## config.mk

```make
export PLATFORM = sky130hd
export DESIGN_NAME = video_timing_pattern
export DESIGN_NICKNAME = d
export VERILOG_FILES = /design/src/rtl/video_timing_pattern.sv
export SDC_FILE = /design/constraint.sdc
export NUM_CORES = 1
export LEC_CHECK = 0
export CORE_ASPECT_RATIO = 1.1
export CORE_MARGIN = 2
export CORE_UTILIZATION = 50
export CTS_BUF_LIST = sky130_fd_sc_hd__clkbuf_2
export DETAILED_ROUTE_END_ITERATION = 16
export GPL_TIMING_DRIVEN = 0
export PLACE_DENSITY_LB_ADDON = 0.05
export SYNTH_ARGS = -nofsm -noshare
export SYNTH_HDL_FRONTEND = slang
export SYNTH_SLANG_ARGS = --single-unit
```

## constraint.sdc

```tcl
create_clock -name vga_clk -period 2.5 [get_ports vga_clk]
set_clock_uncertainty 0.1 [all_clocks]
set_input_delay 0.625 -clock vga_clk [delete_from_list [all_inputs] [get_ports vga_clk]]
set_output_delay 0.625 -clock vga_clk [all_outputs]
set_load 0.02 [all_outputs]
```

## src/rtl/video_timing_pattern.sv

```systemverilog
// Video timing generator (sync/back porch/active/front porch) with built-in
// test patterns; every output except pix_req is registered one cycle after the counters.
module video_timing_pattern #(
    parameter int H_SYNC    = 44,
    parameter int H_BP      = 148,
    parameter int H_ACT     = 1920,
    parameter int H_FP      = 88,
    parameter int V_SYNC    = 5,
    parameter int V_BP      = 36,
    parameter int V_ACT     = 1080,
    parameter int V_FP      = 4,
    parameter bit H_POL     = 1'b1,
    parameter bit V_POL     = 1'b1,
    parameter int CW        = 12,
    parameter int GRID_LOG2 = 4
) (
    input  logic          vga_clk,
    input  logic          rst_n,
    input  logic          en,
    input  logic [2:0]    mode,
    input  logic [23:0]   ext_rgb,
    output logic          pix_req,
    output logic          h_sync,
    output logic          v_sync,
    output logic          pixel_de,
    output logic [CW-1:0] pixel_x,
    output logic [CW-1:0] pixel_y,
    output logic          frame_start,
    output logic          line_start,
    output logic [7:0]    frame_cnt,
    output logic [7:0]    r,
    output logic [7:0]    g,
    output logic [7:0]    b
);
    localparam int H_TOTAL = H_SYNC + H_BP + H_ACT + H_FP;
    localparam int V_TOTAL = V_SYNC + V_BP + V_ACT + V_FP;
    localparam int BAR_W   = H_ACT / 8;

    localparam logic [CW-1:0] H_LAST   = CW'(H_TOTAL - 1);
    localparam logic [CW-1:0] V_LAST   = CW'(V_TOTAL - 1);
    localparam logic [CW-1:0] H_SE     = CW'(H_SYNC);
    localparam logic [CW-1:0] V_SE     = CW'(V_SYNC);
    localparam logic [CW-1:0] H_AS     = CW'(H_SYNC + H_BP);
    localparam logic [CW-1:0] H_AE     = CW'(H_SYNC + H_BP + H_ACT);
    localparam logic [CW-1:0] V_AS     = CW'(V_SYNC + V_BP);
    localparam logic [CW-1:0] V_AE     = CW'(V_SYNC + V_BP + V_ACT);
    localparam logic [CW-1:0] BAR_LAST = CW'(BAR_W - 1);

    logic [CW-1:0] h_cnt_q, h_cnt_d;
    logic [CW-1:0] v_cnt_q, v_cnt_d;
    logic [CW-1:0] bar_px_q, bar_px_d;
    logic [2:0]    bar_k_q, bar_k_d;
    logic [2:0]    mode_q, mode_d;
    logic [7:0]    frame_cnt_q, frame_cnt_d;
    logic          h_sync_q, h_sync_d;
    logic          v_sync_q, v_sync_d;
    logic          de_q, de_d;
    logic          fs_q, fs_d;
    logic          ls_q, ls_d;
    logic [CW-1:0] pixel_x_q, pixel_x_d;
    logic [CW-1:0] pixel_y_q, pixel_y_d;
    logic [23:0]   rgb_q, rgb_d;

    logic          act_pre;
    logic          at_origin;
    logic [CW-1:0] x_cur;
    logic [CW-1:0] y_cur;
    logic [23:0]   pat;

    always_comb begin
        act_pre   = (h_cnt_q >= H_AS) && (h_cnt_q < H_AE)
                 && (v_cnt_q >= V_AS) && (v_cnt_q < V_AE);
        pix_req   = act_pre & en;
        at_origin = (h_cnt_q == '0) && (v_cnt_q == '0);
        x_cur     = h_cnt_q - H_AS;
        y_cur     = v_cnt_q - V_AS;

        h_cnt_d = '0;
        v_cnt_d = '0;
        if (en) begin
            if (h_cnt_q == H_LAST) begin
                v_cnt_d = (v_cnt_q == V_LAST) ? '0 : v_cnt_q + CW'(1);
            end else begin
                h_cnt_d = h_cnt_q + CW'(1);
                v_cnt_d = v_cnt_q;
            end
        end

        // Bar counters restart at every line start and while stopped.
        bar_px_d = bar_px_q;
        bar_k_d  = bar_k_q;
        if (!en || h_cnt_q == '0) begin
            bar_px_d = '0;
            bar_k_d  = '0;
        end else if (act_pre) begin
            if (bar_px_q == BAR_LAST) begin
                bar_px_d = '0;
                if (bar_k_q != 3'd7)
                    bar_k_d = bar_k_q + 3'd1;
            end else begin
                bar_px_d = bar_px_q + CW'(1);
            end
        end

        mode_d = (en && at_origin) ? mode : mode_q;

        case (mode_q)
            3'd1:    pat = {3{x_cur[7:0]}};
            3'd2:    pat = {3{y_cur[7:0]}};
            3'd3:    pat = {{8{~bar_k_q[2]}}, {8{~bar_k_q[1]}}, {8{~bar_k_q[0]}}};
            3'd4:    pat = (x_cur[GRID_LOG2-1:0] == '0 || y_cur[GRID_LOG2-1:0] == '0)
                           ? 24'hFFFFFF : 24'h000000;
            3'd5:    pat = ext_rgb;
            default: pat = 24'h000000;
        endcase

        h_sync_d    = (en && h_cnt_q < H_SE) ? H_POL : ~H_POL;
        v_sync_d    = (en && v_cnt_q < V_SE) ? V_POL : ~V_POL;
        de_d        = pix_req;
        fs_d        = en && at_origin;
        ls_d        = en && (h_cnt_q == '0);
        pixel_x_d   = pix_req ? x_cur : '0;
        pixel_y_d   = pix_req ? y_cur : '0;
        rgb_d       = pix_req ? pat : 24'h000000;
        frame_cnt_d = frame_cnt_q + {7'd0, fs_d};
    end

    always_ff @(posedge vga_clk or negedge rst_n) begin
        if (!rst_n) begin
            h_cnt_q     <= '0;
            v_cnt_q     <= '0;
            bar_px_q    <= '0;
            bar_k_q     <= '0;
            mode_q      <= '0;
            frame_cnt_q <= '0;
            h_sync_q    <= ~H_POL;
            v_sync_q    <= ~V_POL;
            de_q        <= 1'b0;
            fs_q        <= 1'b0;
            ls_q        <= 1'b0;
            pixel_x_q   <= '0;
            pixel_y_q   <= '0;
            rgb_q       <= '0;
        end else begin
            h_cnt_q     <= h_cnt_d;
            v_cnt_q     <= v_cnt_d;
            bar_px_q    <= bar_px_d;
            bar_k_q     <= bar_k_d;
            mode_q      <= mode_d;
            frame_cnt_q <= frame_cnt_d;
            h_sync_q    <= h_sync_d;
            v_sync_q    <= v_sync_d;
            de_q        <= de_d;
            fs_q        <= fs_d;
            ls_q        <= ls_d;
            pixel_x_q   <= pixel_x_d;
            pixel_y_q   <= pixel_y_d;
            rgb_q       <= rgb_d;
        end
    end

    assign h_sync      = h_sync_q;
    assign v_sync      = v_sync_q;
    assign pixel_de    = de_q;
    assign pixel_x     = pixel_x_q;
    assign pixel_y     = pixel_y_q;
    assign frame_start = fs_q;
    assign line_start  = ls_q;
    assign frame_cnt   = frame_cnt_q;
    assign r           = rgb_q[23:16];
    assign g           = rgb_q[15:8];
    assign b           = rgb_q[7:0];
endmodule

```

==> impl_metrics.env <==
export IMPL_status="finished with violations"
export IMPL_violations="setup timing"
export IMPL_ff2ff_path_depth=18
export IMPL_fillerInstances=831
export IMPL_grt_usage_pct=24.9
export IMPL_numCtsBuffers=9
export IMPL_path_cells="clkbuf_8 > inv_4 > ha_4 > nor2b_4 > o211ai_1 > o41a_4 > nand3_4 > inv_6 > buf_6"
export IMPL_end_kind="output pin"
export IMPL_yosysSeqAreaShare_pct=49.1
export IMPL_routabilityCongestion=0.924
export IMPL_crit_path_start_kind="register"
export IMPL_core_area_um2=10300
export IMPL_htreeDepth=3
export IMPL_min_period_over_period_pct=125
export IMPL_vias=4497
export IMPL_synth_cell_types=67
export IMPL_cts_tree="yes"
export IMPL_grt_pass1_vias=4448
export IMPL_postRouteWirelength_mm=13.5
export IMPL_drc_errors=0
export IMPL_detail_route_antenna_nets=0
export IMPL_synthTopCellsByArea="dfrtp_1 (49%), nand2_1 (3.9%), ha_1 (3.8%)"
export IMPL_crit_arrival_ns=2.39
export IMPL_clk_pin_slew_ns=0.24
export IMPL_hold_viol=0
export IMPL_hp_start="frame_cnt[7]"
export IMPL_multi_input_area_um2=2580
export IMPL_hold_depth=1
export IMPL_place_ws_ns=-0.905
export IMPL_yosys_warnings=0
export IMPL_seq_area_um2=2580
export IMPL_crit_fanout=3
export IMPL_clock_sinks=103
export IMPL_rsz0062_at_grt="yes"
export IMPL_rrSetupSlack_ns=-0.51
export IMPL_io_buffers=90
export IMPL_synth_area_um2=5250
export IMPL_synthesis_nets=575
export IMPL_async_flop_share_pct=100
export IMPL_crit_required_ns=1.77
export IMPL_peakVddDrop_mv=0.276
export IMPL_cp_depth=9
export IMPL_worstSetupPathType="register to output pin"
export IMPL_setup_ws_ns=-0.613
export IMPL_synth_edf_count=0
export IMPL_drive_above_1_share_pct=16.4
export IMPL_post_dp_hpwl_mm=9.34
export IMPL_fin_util_pct=67.4
export IMPL_ctsRootBufferMaster="clkbuf_2"
export IMPL_die_w_um=102
export IMPL_avgSynthCellArea_um2=9.92
export IMPL_slew_headroom_pct=47.6
export IMPL_worst_path_max_delay_cell="dfrtp_2"
export IMPL_post_drt_wl_per_cell_um=16.8
export IMPL_initialDrtViolationCount=299
export IMPL_hp_class="register to register"
export IMPL_drt_pass1_iter_count=7
export IMPL_synth_main_ff_cell="dfrtp_1"
export IMPL_final_common_cell="dfrtp_1"
export IMPL_row_count=39
export IMPL_fin_nets=700
export IMPL_die_h_um=111
export IMPL_power_density_nw_per_um2=510
export IMPL_dieArea_um2=11300
export IMPL_maxSlewViolCount=0
export IMPL_grt_overflow=0
export IMPL_maxCapViolCount=0
export IMPL_power_mw=3.54
export IMPL_ios=92
export IMPL_tightest_slew_ns=0.782
export IMPL_grt_pass1_wl_mm=22.1
export IMPL_synth_top_cell_area_share_pct=49.1
export IMPL_insertion_delay_ns=0.58
export IMPL_vias_per_cell=5.60
export IMPL_r2r_end="bar_px_q[6]"
export IMPL_grt_max_degree=68
export IMPL_r2r_start="v_cnt_q[0]"
export IMPL_clockBufferDepth=2
export IMPL_setup_viol=18
export IMPL_yosys_area_top_type="dfrtp_1"
export IMPL_syn_inst=529
export IMPL_synth_seq_cells=103
export IMPL_fmax_mhz=321
export IMPL_whs_endpoint="frame_cnt[7]"
export IMPL_critPathMaxStageDelay_ns=0.47
export IMPL_start_util_pct=51.0
export IMPL_crit_buf_inv=4
export IMPL_leakage_nw=2.98
export IMPL_post_route_min_period_ns=3.11
export IMPL_area_growth_pct=32.3
export IMPL_cpLargestDelayFamily="compound AO/OA/AOI/OAI gates"
export IMPL_final_cell_mix="dfrtp_1 (97), clkdlybuf4s50_1 (88), nand2_1 (55), nor2_1 (37), a31oi_1 (25)"
export IMPL_grt_antenna_before_repair=1
-- flip-flops by register name (all words and copies together) (netlist names), 3 cells and up --
register and flops:
pixel_x 12, v_cnt_q 12, pixel_y 12, bar_k_q 3
mode_q 3, rgb_q 24, frame_cnt 8, bar_px_q 12
h_cnt_q 12
-- synth_stat cells (7+ instances only) --
library cell	count
nand2_1	55
inv_1	11
nor2_1	41
xnor2_1	13
a21oi_1	22
nand4b_1	7
ha_1	16
and2_1	12
clkbuf_1	24
nand4_1	9
o21ai_0	24
dfrtp_1	103
nand3_1	16
a31oi_1	25
o21ai_1	9
nor3_1	16
buf_6	7
xor2_1	14
and3_1	11
nor2b_1	10
-- worst max-delay path by stage --
stage                          start      endpoint
after floorplan           v_cnt_q[0]       pix_req
after global placement         rst_n  bar_px_q[10]
after detailed placement  v_cnt_q[0]       pix_req
after CTS                 v_cnt_q[7]       pix_req
after global routing      v_cnt_q[6]       pix_req
final                     v_cnt_q[0]       pix_req
-- metal layers --
metal  GRT usage (%)  vias up  part of all wire [%]
met4            9.28        0                   1.8
met2            40.3      149                    49
met5               0        -                     0
li1                -     2148                     -
met3            3.39       21                   6.1
met1            34.1     2179                    43
-- area by class of cell --
| class | count | area share (%) |
|---|---|---|
| Sequential cell | 103 | 37.2 |
| Multi-Input combinational cell | 376 | 37.2 |
| Timing Repair Buffer | 121 | 17.7 |
| Buffer | 31 | 2.63 |
| Tap cell | 143 | 2.58 |
| Clock inverter | 5 | 1.05 |
| Clock buffer | 11 | 0.793 |
| Inverter | 12 | 0.757 |
| Antenna cell | 1 | 0.0361 |
-- metrics by stage --
stage	hold WS, ns	instance area (µm²)	setup TNS [ns]	instances
global placement	0.366	6370	-321.84	762
CTS	0.395	6900	-4.42	801
global route	0.420	6940	-9.06	803
detailed placement	0.367	6390	-4.02	763
finish	0.396	6940	-7.29	803
floorplan	0.229	5290	-0.105	529
-- timing repair --
item	4_1_cts	5_1_grt
pin swaps	18	1
hold buffers	1	0
gates resized for setup	45	11
setup endpoints to repair	51	40
gates cloned	1	0
endpoints found under the hold margin	36	0
buffers inserted	36	1
-- worst register-to-register path: stages, from the launching register on --
cell	delay, ns
dfrtp_2	0.47
clkbuf_8	0.15
inv_4	0.05
ha_4	0.13
nor2b_4	0.16
o211ai_1	0.16
buf_4	0.17
buf_4	0.12
buf_6	0.11
buf_6	0.10
buf_6	0.10
buf_6	0.10
buf_6	0.11
o41ai_4	0.30
buf_6	0.19
buf_12	0.11
buf_8	0.12
o31ai_1	0.09
a21oi_1	0.15
-- cell families after synthesis --
logic type | after synthesis | share of synthesized area (%)
multiplexers | 4 | 0.834
AND/OR/NAND/NOR | 211 | 21.4
buffers and inverters | 50 | 4.70
AO/OA/AOI/OAI | 118 | 15.6
flip-flops | 103 | 49.1
adder cells (fa/ha/maj) | 16 | 3.81
XOR/XNOR | 27 | 4.51
-- power by group --
| part | internal [mW] | switching, mW | leakage [nW] |
|---|---|---|---|
| logic | 0.374 | 0.493 | 1.49 |
| clock network | 0.331 | 0.526 | 0.0810 |
| registers | 1.74 | 0.0727 | 1.40 |
Note: power is estimated with default switching activity, not from simulation.
